<file path="config.mk">
export PLATFORM = sky130hd
export DESIGN_NAME = serial_add_scheduler
export DESIGN_NICKNAME = d
export VERILOG_FILES = /design/src/rtl/serial_add_scheduler.sv
export SDC_FILE = /design/constraint.sdc
export NUM_CORES = 1
export LEC_CHECK = 0
export CAP_MARGIN = 0
export CORE_ASPECT_RATIO = 0.75
export CORE_MARGIN = 2
export CORE_UTILIZATION = 43
export DETAILED_ROUTE_END_ITERATION = 12
export DONT_BUFFER_PORTS = 1
export MAX_ROUTING_LAYER = met4
export PLACE_DENSITY = 0.65
export SLEW_MARGIN = 25
export SYNTH_ARGS = -nofsm -noshare
export SYNTH_HDL_FRONTEND = slang
export SYNTH_SLANG_ARGS = --single-unit
</file>
<file path="constraint.sdc">
create_clock -name clk -period 1.45 [get_ports clk]
set_input_delay 0 -clock clk [delete_from_list [all_inputs] [get_ports clk]]
set_output_delay 0 -clock clk [all_outputs]
set_load 0.1 [all_outputs]
</file>
<file path="src/rtl/serial_add_scheduler.sv">
// serial_add_scheduler: one shared full-adder cell serves two requesters.
// The operation is computed bit-serially, LSB first, with the carry held in a flop.
// Round-robin arbitration happens in IDLE. The result is returned on a valid/ready port.
module serial_add_scheduler #(
  parameter int WIDTH = 4
) (
  input  logic             clk,
  input  logic             rst_n,
  input  logic             req0_valid,
  input  logic [WIDTH-1:0] req0_a,
  input  logic [WIDTH-1:0] req0_b,
  input  logic             req0_ci,
  output logic             req0_ready,
  input  logic             req1_valid,
  input  logic [WIDTH-1:0] req1_a,
  input  logic [WIDTH-1:0] req1_b,
  input  logic             req1_ci,
  output logic             req1_ready,
  output logic             res_valid,
  input  logic             res_ready,
  output logic [WIDTH-1:0] res_sum,
  output logic             res_cout,
  output logic             res_id
);

  localparam int CW = (WIDTH > 1) ? $clog2(WIDTH) : 1;

  typedef enum logic [1:0] {IDLE, RUN, DONE} state_t;

  state_t           state;
  state_t           state_next;
  logic [WIDTH-1:0] a_sh;
  logic [WIDTH-1:0] b_sh;
  logic [WIDTH-1:0] sum_sh;
  logic [WIDTH-1:0] sum_next;
  logic [CW-1:0]    bit_cnt;
  logic             carry;
  logic             carry_next;
  logic             bit_s;
  logic             id_q;
  logic             last_grant;
  logic             last_bit;
  logic             accept;

  // A tie goes to the requester that was not granted last. Both readies are held low during reset.
  assign req0_ready = rst_n & (state == IDLE) & req0_valid & (~req1_valid | last_grant);
  assign req1_ready = rst_n & (state == IDLE) & req1_valid & (~req0_valid | ~last_grant);
  assign accept     = req0_ready | req1_ready;
  assign last_bit   = (bit_cnt == CW'(WIDTH - 1));

  // This is the shared full-adder cell. It also forms the next sum register, with the new bit at the MSB.
  always_comb begin
    bit_s      = a_sh[0] ^ b_sh[0] ^ carry;
    carry_next = (a_sh[0] & b_sh[0]) | (b_sh[0] & carry) | (carry & a_sh[0]);
    sum_next   = sum_sh >> 1;
    sum_next[WIDTH-1] = bit_s;
  end

  // State register.
  always_ff @(posedge clk) begin
    if (!rst_n) state <= IDLE;
    else        state <= state_next;
  end

  // Next-state logic: accept in IDLE, run WIDTH bit cycles, then hold in DONE until the handshake.
  always_comb begin
    state_next = state;
    unique case (state)
      IDLE:    if (accept) state_next = RUN;
      RUN:     if (last_bit) state_next = DONE;
      DONE:    if (res_ready) state_next = IDLE;
      default: state_next = IDLE;
    endcase
  end

  // Datapath: operand latch, serial shift, result capture and result handshake.
  always_ff @(posedge clk) begin
    if (!rst_n) begin
      a_sh       <= '0;
      b_sh       <= '0;
      sum_sh     <= '0;
      carry      <= 1'b0;
      bit_cnt    <= '0;
      id_q       <= 1'b0;
      last_grant <= 1'b1;
      res_valid  <= 1'b0;
      res_sum    <= '0;
      res_cout   <= 1'b0;
      res_id     <= 1'b0;
    end else begin
      unique case (state)
        IDLE: begin
          if (accept) begin
            a_sh       <= req1_ready ? req1_a  : req0_a;
            b_sh       <= req1_ready ? req1_b  : req0_b;
            carry      <= req1_ready ? req1_ci : req0_ci;
            id_q       <= req1_ready;
            last_grant <= req1_ready;
            bit_cnt    <= '0;
          end
        end
        RUN: begin
          a_sh    <= a_sh >> 1;
          b_sh    <= b_sh >> 1;
          sum_sh  <= sum_next;
          carry   <= carry_next;
          bit_cnt <= bit_cnt + CW'(1);
          if (last_bit) begin
            res_sum   <= sum_next;
            res_cout  <= carry_next;
            res_id    <= id_q;
            res_valid <= 1'b1;
          end
        end
        DONE: begin
          if (res_ready) res_valid <= 1'b0;
        end
        default: begin
        end
      endcase
    end
  end

endmodule

</file>
# After elaboration in Yosys (flattened, before gate mapping)

Index checks and enable logic that the tools add are counted.

Output and inout bits: 9
Bits in registers: 26
Bits of input ports: 23

Eq/ne operators: 6
Mux-type cells: 18
Reductions and logical operators: 8
$add $sub $neg: 1
Bitwise operators: 18

Operators with widths:

| cell                | count |
|---|---|
| $mux 4              | 4 |
| $pmux 4 s2          | 2 |
| $and 1x1->1         | 8 |
| $mux 2              | 4 |
| $ne 2x2->1 const B  | 3 |
| $pmux 2 s3          | 1 |
| $reduce_and 2->1    | 3 |
| $reduce_and 3->1    | 2 |
| $or 1x1->1          | 5 |
| $eq 2x2->1 const B  | 2 |
| $mux 1              | 4 |
| $pmux 1 s2          | 2 |
| $pmux 2 s2          | 1 |
| $reduce_bool 2->1   | 2 |
| $not 1->1           | 3 |
| $add 2x1->2 const B | 1 |
| $eq 2x1->1 const B  | 1 |
| $logic_not 2->1     | 1 |
| $xor 1x1->1         | 2 |

# Depth between registers and ports, before layout

Depth in word-level cells: 7
Mapped depth: 6

# Least setup slack after synthesis

Ideal clock, no wire load.

Path kind: register to register
From: reg state[1]
To: reg id_q
Setup time: 0.179 ns
Setup slack: -1.081 ns
Data required time: 1.271 ns
Stages on the path, launching flop included: 6
Period minus slack after synthesis: 2.531 ns
Arrival: 2.352 ns
Path buffers: 2
Cells stage by stage: dfxtp_1 -> buf_6 -> or3b_4 -> buf_6 -> nor3_2 -> o21ai_1

Word-level cells in the longest chain between the ends: 6

RTL lines:

| item                              | RTL line | RTL |
|---|---|---|
| start, declared                   | 30       | `state_t state;` |
| start signal, assigned            | 62       | `else state <= state_next;` |
| $logic_not 2->1                   | 46       | `assign req0_ready = rst_n & (state == IDLE) & req0_valid & (~req1_valid \| last_grant);` |
| $and 1x1->1 (3 in series)         | 46       |  |
| named net req0_ready              | 13       | `output logic req0_ready,` |
| $or 1x1->1                        | 48       | `assign accept = req0_ready \| req1_ready;` |
| $reduce_and 2->1 (no source line) | --       |  |
| end signal, assigned              | 97       | `id_q <= req1_ready;` |
| end, declared                     | 40       | `logic id_q;` |

The timed path passes the listed nets, and every way through them passes these cells.
A chain may end at the register's enable or synchronous reset.

# Final worst setup path

From: reg state[1]
To: out req0_ready

Word-level cells in the longest chain between the ends: 4

RTL lines:

| item                      | RTL line |
|---|---|
| $logic_not 2->1           | 46 |
| $and 1x1->1 (3 in series) | 46 |
| end, declared             | 13 |

Every way passes these cells.

==> run metrics <==
outcome finished, violations left; failing checks negative setup slack; synth unique cells 36; post-route DRC violation count 0; clk root buf clkbuf_8; wire length per cell roughly 16 um; Final period util 104%; core area 2940 sq um; GPL Wtd Cong around 0.85; hpwl dp 2180 um; post-synth top area share 37.6%; relative slew slack 61.8%; final wirelength 3350 um; Leak 0.636 nW; combinational share of power 21.5%; worst reg2reg path startpoint state[1]; DRT Pass-1 Iters 4; initial core utilization 45.3%; vias in the first global route between 1,000 and 1,500; Worst VDD drop roughly 0.56 mV; fmax 663 MHz; setup ws final -0.0573 ns; Final Hold Violating Endpoints 0; Max Slew Vio Count 0; largest net degree at the start of global routing 17; num ports 32; Critical Path AT 1.51 ns; DR vias 1,193; post-route minimum period roughly 1.5 ns; overall power 0.00147 W; hold depth 3; critical path class reg2out; most common cell in the netlist dfxtp_1; worst hold start req1_valid; RSZ-0062 raised after global routing true; Final setup viols 10; sequential power share 50.9%; area delta synth->final 31.0%; Switching Power 0.000408 W; MaxCap Viol Count 0; HP Class in2reg; Clk pin slew, worst setup/hold paths 0.09 ns; Reg2Reg Setup Slack -0.03 ns; DR vias/cell about 5.6; GR Util All Layers 20.7%; Clk pwr share 27.7%; crit-path max FO 3; Post-Syn Area per Cell 8.87 sq um; pwr/cell area roughly 840 nW/um^2; number of synthesized register bits 25; Synth top cells by count 25 x dfxtp_1, 13 x nand3_1, 11 x nand2b_1, 10 x nand2_1, 9 x inv_1; Fillers 267; syn nets 175; CTS tree built; WHS Endpoint b_sh[3]; Max clock buf depth 2; area of the mapped netlist 1330 sq um; Setup crit start kind register; Yosys top cell by area dfxtp_1; total die area 3560 sq um; worst path required time around 1.5 ns; initial antenna violation count 0; die width 68.2 um; Worst Clk Skew around 0.0042 ns; FP Rows 17; Area contributors post-synth dfxtp_1 38%, nand2b_1 5.2%, nand3_1 4.9%, o32ai_1 4.6%, a21boi_0 4.5%; share of cells above drive strength 1 28.4%; final net count 202; first-pass GRT wire length approximately 5300 um; CTS sink cnt 25; asr flop ratio synth 0%; Int Pwr 0.00106 W; detailed router's first-iteration violation count 49; post-synthesis cell count 150; Worst Tran Pin Value 0.570 ns; Reg2Reg Depth 4; Antenna diodes 0; number of synthesized flops with an enable pin 0; yosys warns 0; GRT overflow 0; Clock Latency Late Sink 0.26 ns; Final ANT Viol Nets 0; Die Y ~52 um; Synth Flop Type dfxtp_1; RR Endpoint a_sh[2]; Seq/Total Area, Yosys 37.6%; CP endpoint kind primary output; IO Port Bufs 0; Sw Ratio between 20 and 30%; htree depth 1; CTS Buf Count 3; total negative slack -0.245 ns
## state kept, by name (all words and copies together), names as in the netlist
name	cells
a_sh	4
b_sh	4
res_sum	4
sum_sh	3
bit_cnt	2
state	2
carry	1
id_q	1
last_grant	1
res_cout	1
res_id	1
res_valid	1
## cell usage in the layout, fill, tap and decap left out, types with 2 or more instances in the layout
cell / instances
a211oi_1: 7
a21boi_0: 8
a21oi_1: 2
a311oi_1: 2
buf_12: 2
buf_4: 24
buf_6: 3
clkbuf_8: 3
dfxtp_1: 23
dlygate4sd3_1: 7
inv_1: 8
mux2i_1: 4
nand2_1: 9
nand2b_1: 11
nand3_1: 13
nand4_1: 2
nor2b_1: 6
nor3_1: 3
nor4_2: 4
nor4_4: 3
o21ai_0: 3
o21ai_1: 2
o31ai_2: 2
o32ai_1: 7
## metal layers
| metal | GRT usage (%) | wire length (um) |
|---|---|---|
| met4 | 4.00 | 22 |
| met2 | 32.2 | 1580 |
| met5 | - | 0 |
| met1 | 27.2 | 1520 |
| met3 | 5.63 | 230 |
## power groups by stage
stage | logic, W | clock network (W) | registers, W
2_1_floorplan | 0.000201 | 0 | 0.000763
3_3_place_gp | 0.000248 | 0 | 0.000760
4_1_cts | 0.000298 | 0.000418 | 0.000746
3_5_place_dp | 0.000255 | 0 | 0.000763
6_report | 0.000315 | 0.000407 | 0.000748
5_1_grt | 0.000339 | 0.000459 | 0.000752
## final cells by class
class | count | area, sq um | share of cell area [%]
flip-flops and latches | 25 | 505 | 29.0
repair buffers | 36 | 324 | 18.6
clock buffers | 4 | 45.0 | 2.59
multi-input cells | 102 | 782 | 44.9
inverters | 9 | 37.5 | 2.16
well taps | 38 | 47.5 | 2.73
## how the worst max path moves through the flow
| stage | endpoint | start | cells past startpoint | slack (ns) |
|---|---|---|---|---|
| after floorplan | id_q | state[0] | 5 | -0.58 |
| after global placement | carry | state[1] | 3 | 0.09 |
| after detailed placement | a_sh[2] | state[0] | 5 | 0.05 |
| after CTS | req0_ready | state[1] | 3 | -0.05 |
| after global routing | req0_ready | state[1] | 3 | -0.1 |
| final | req0_ready | state[1] | 3 | -0.06 |
## kinds of logic after synthesis
logic type	after synthesis	synth area share (%)
fa+ha+maj	2	2.45
compound gates	36	20.1
mux	4	3.01
buf+inv	23	8.56
flops	25	37.6
simple gates	60	28.2
## metrics by stage
stage / utilization [%] / instance area [sq um] / hold slack (ns) / worst slack [ns] / cells
global route: 59.3 / 1740 / 0.00504 / -0.0971 / 214
CTS: 57.6 / 1690 / 0.000282 / -0.0511 / 212
finish: 59.3 / 1740 / 0.00927 / -0.0573 / 214
global placement: 50.9 / 1490 / 0.0769 / 0.0859 / 195
floorplan: - / 1350 / 0.179 / -0.578 / 150
detailed placement: 50.9 / 1490 / 0.0791 / 0.0469 / 195
## worst max-delay path: stages (launching register included)
cell	delay, ns
dfxtp_4	0.35
or3b_4	0.43
nor3_4	0.25
buf_12	0.21
## repair_timing
item	CTS	global route
pin swaps	7	2
buffers inserted	7	1
hold endpoints to repair	18	1
hold buffers	6	1
setup endpoints to repair	2	12
gates resized for setup	9	6
Power figures use the tool's default switching activity.
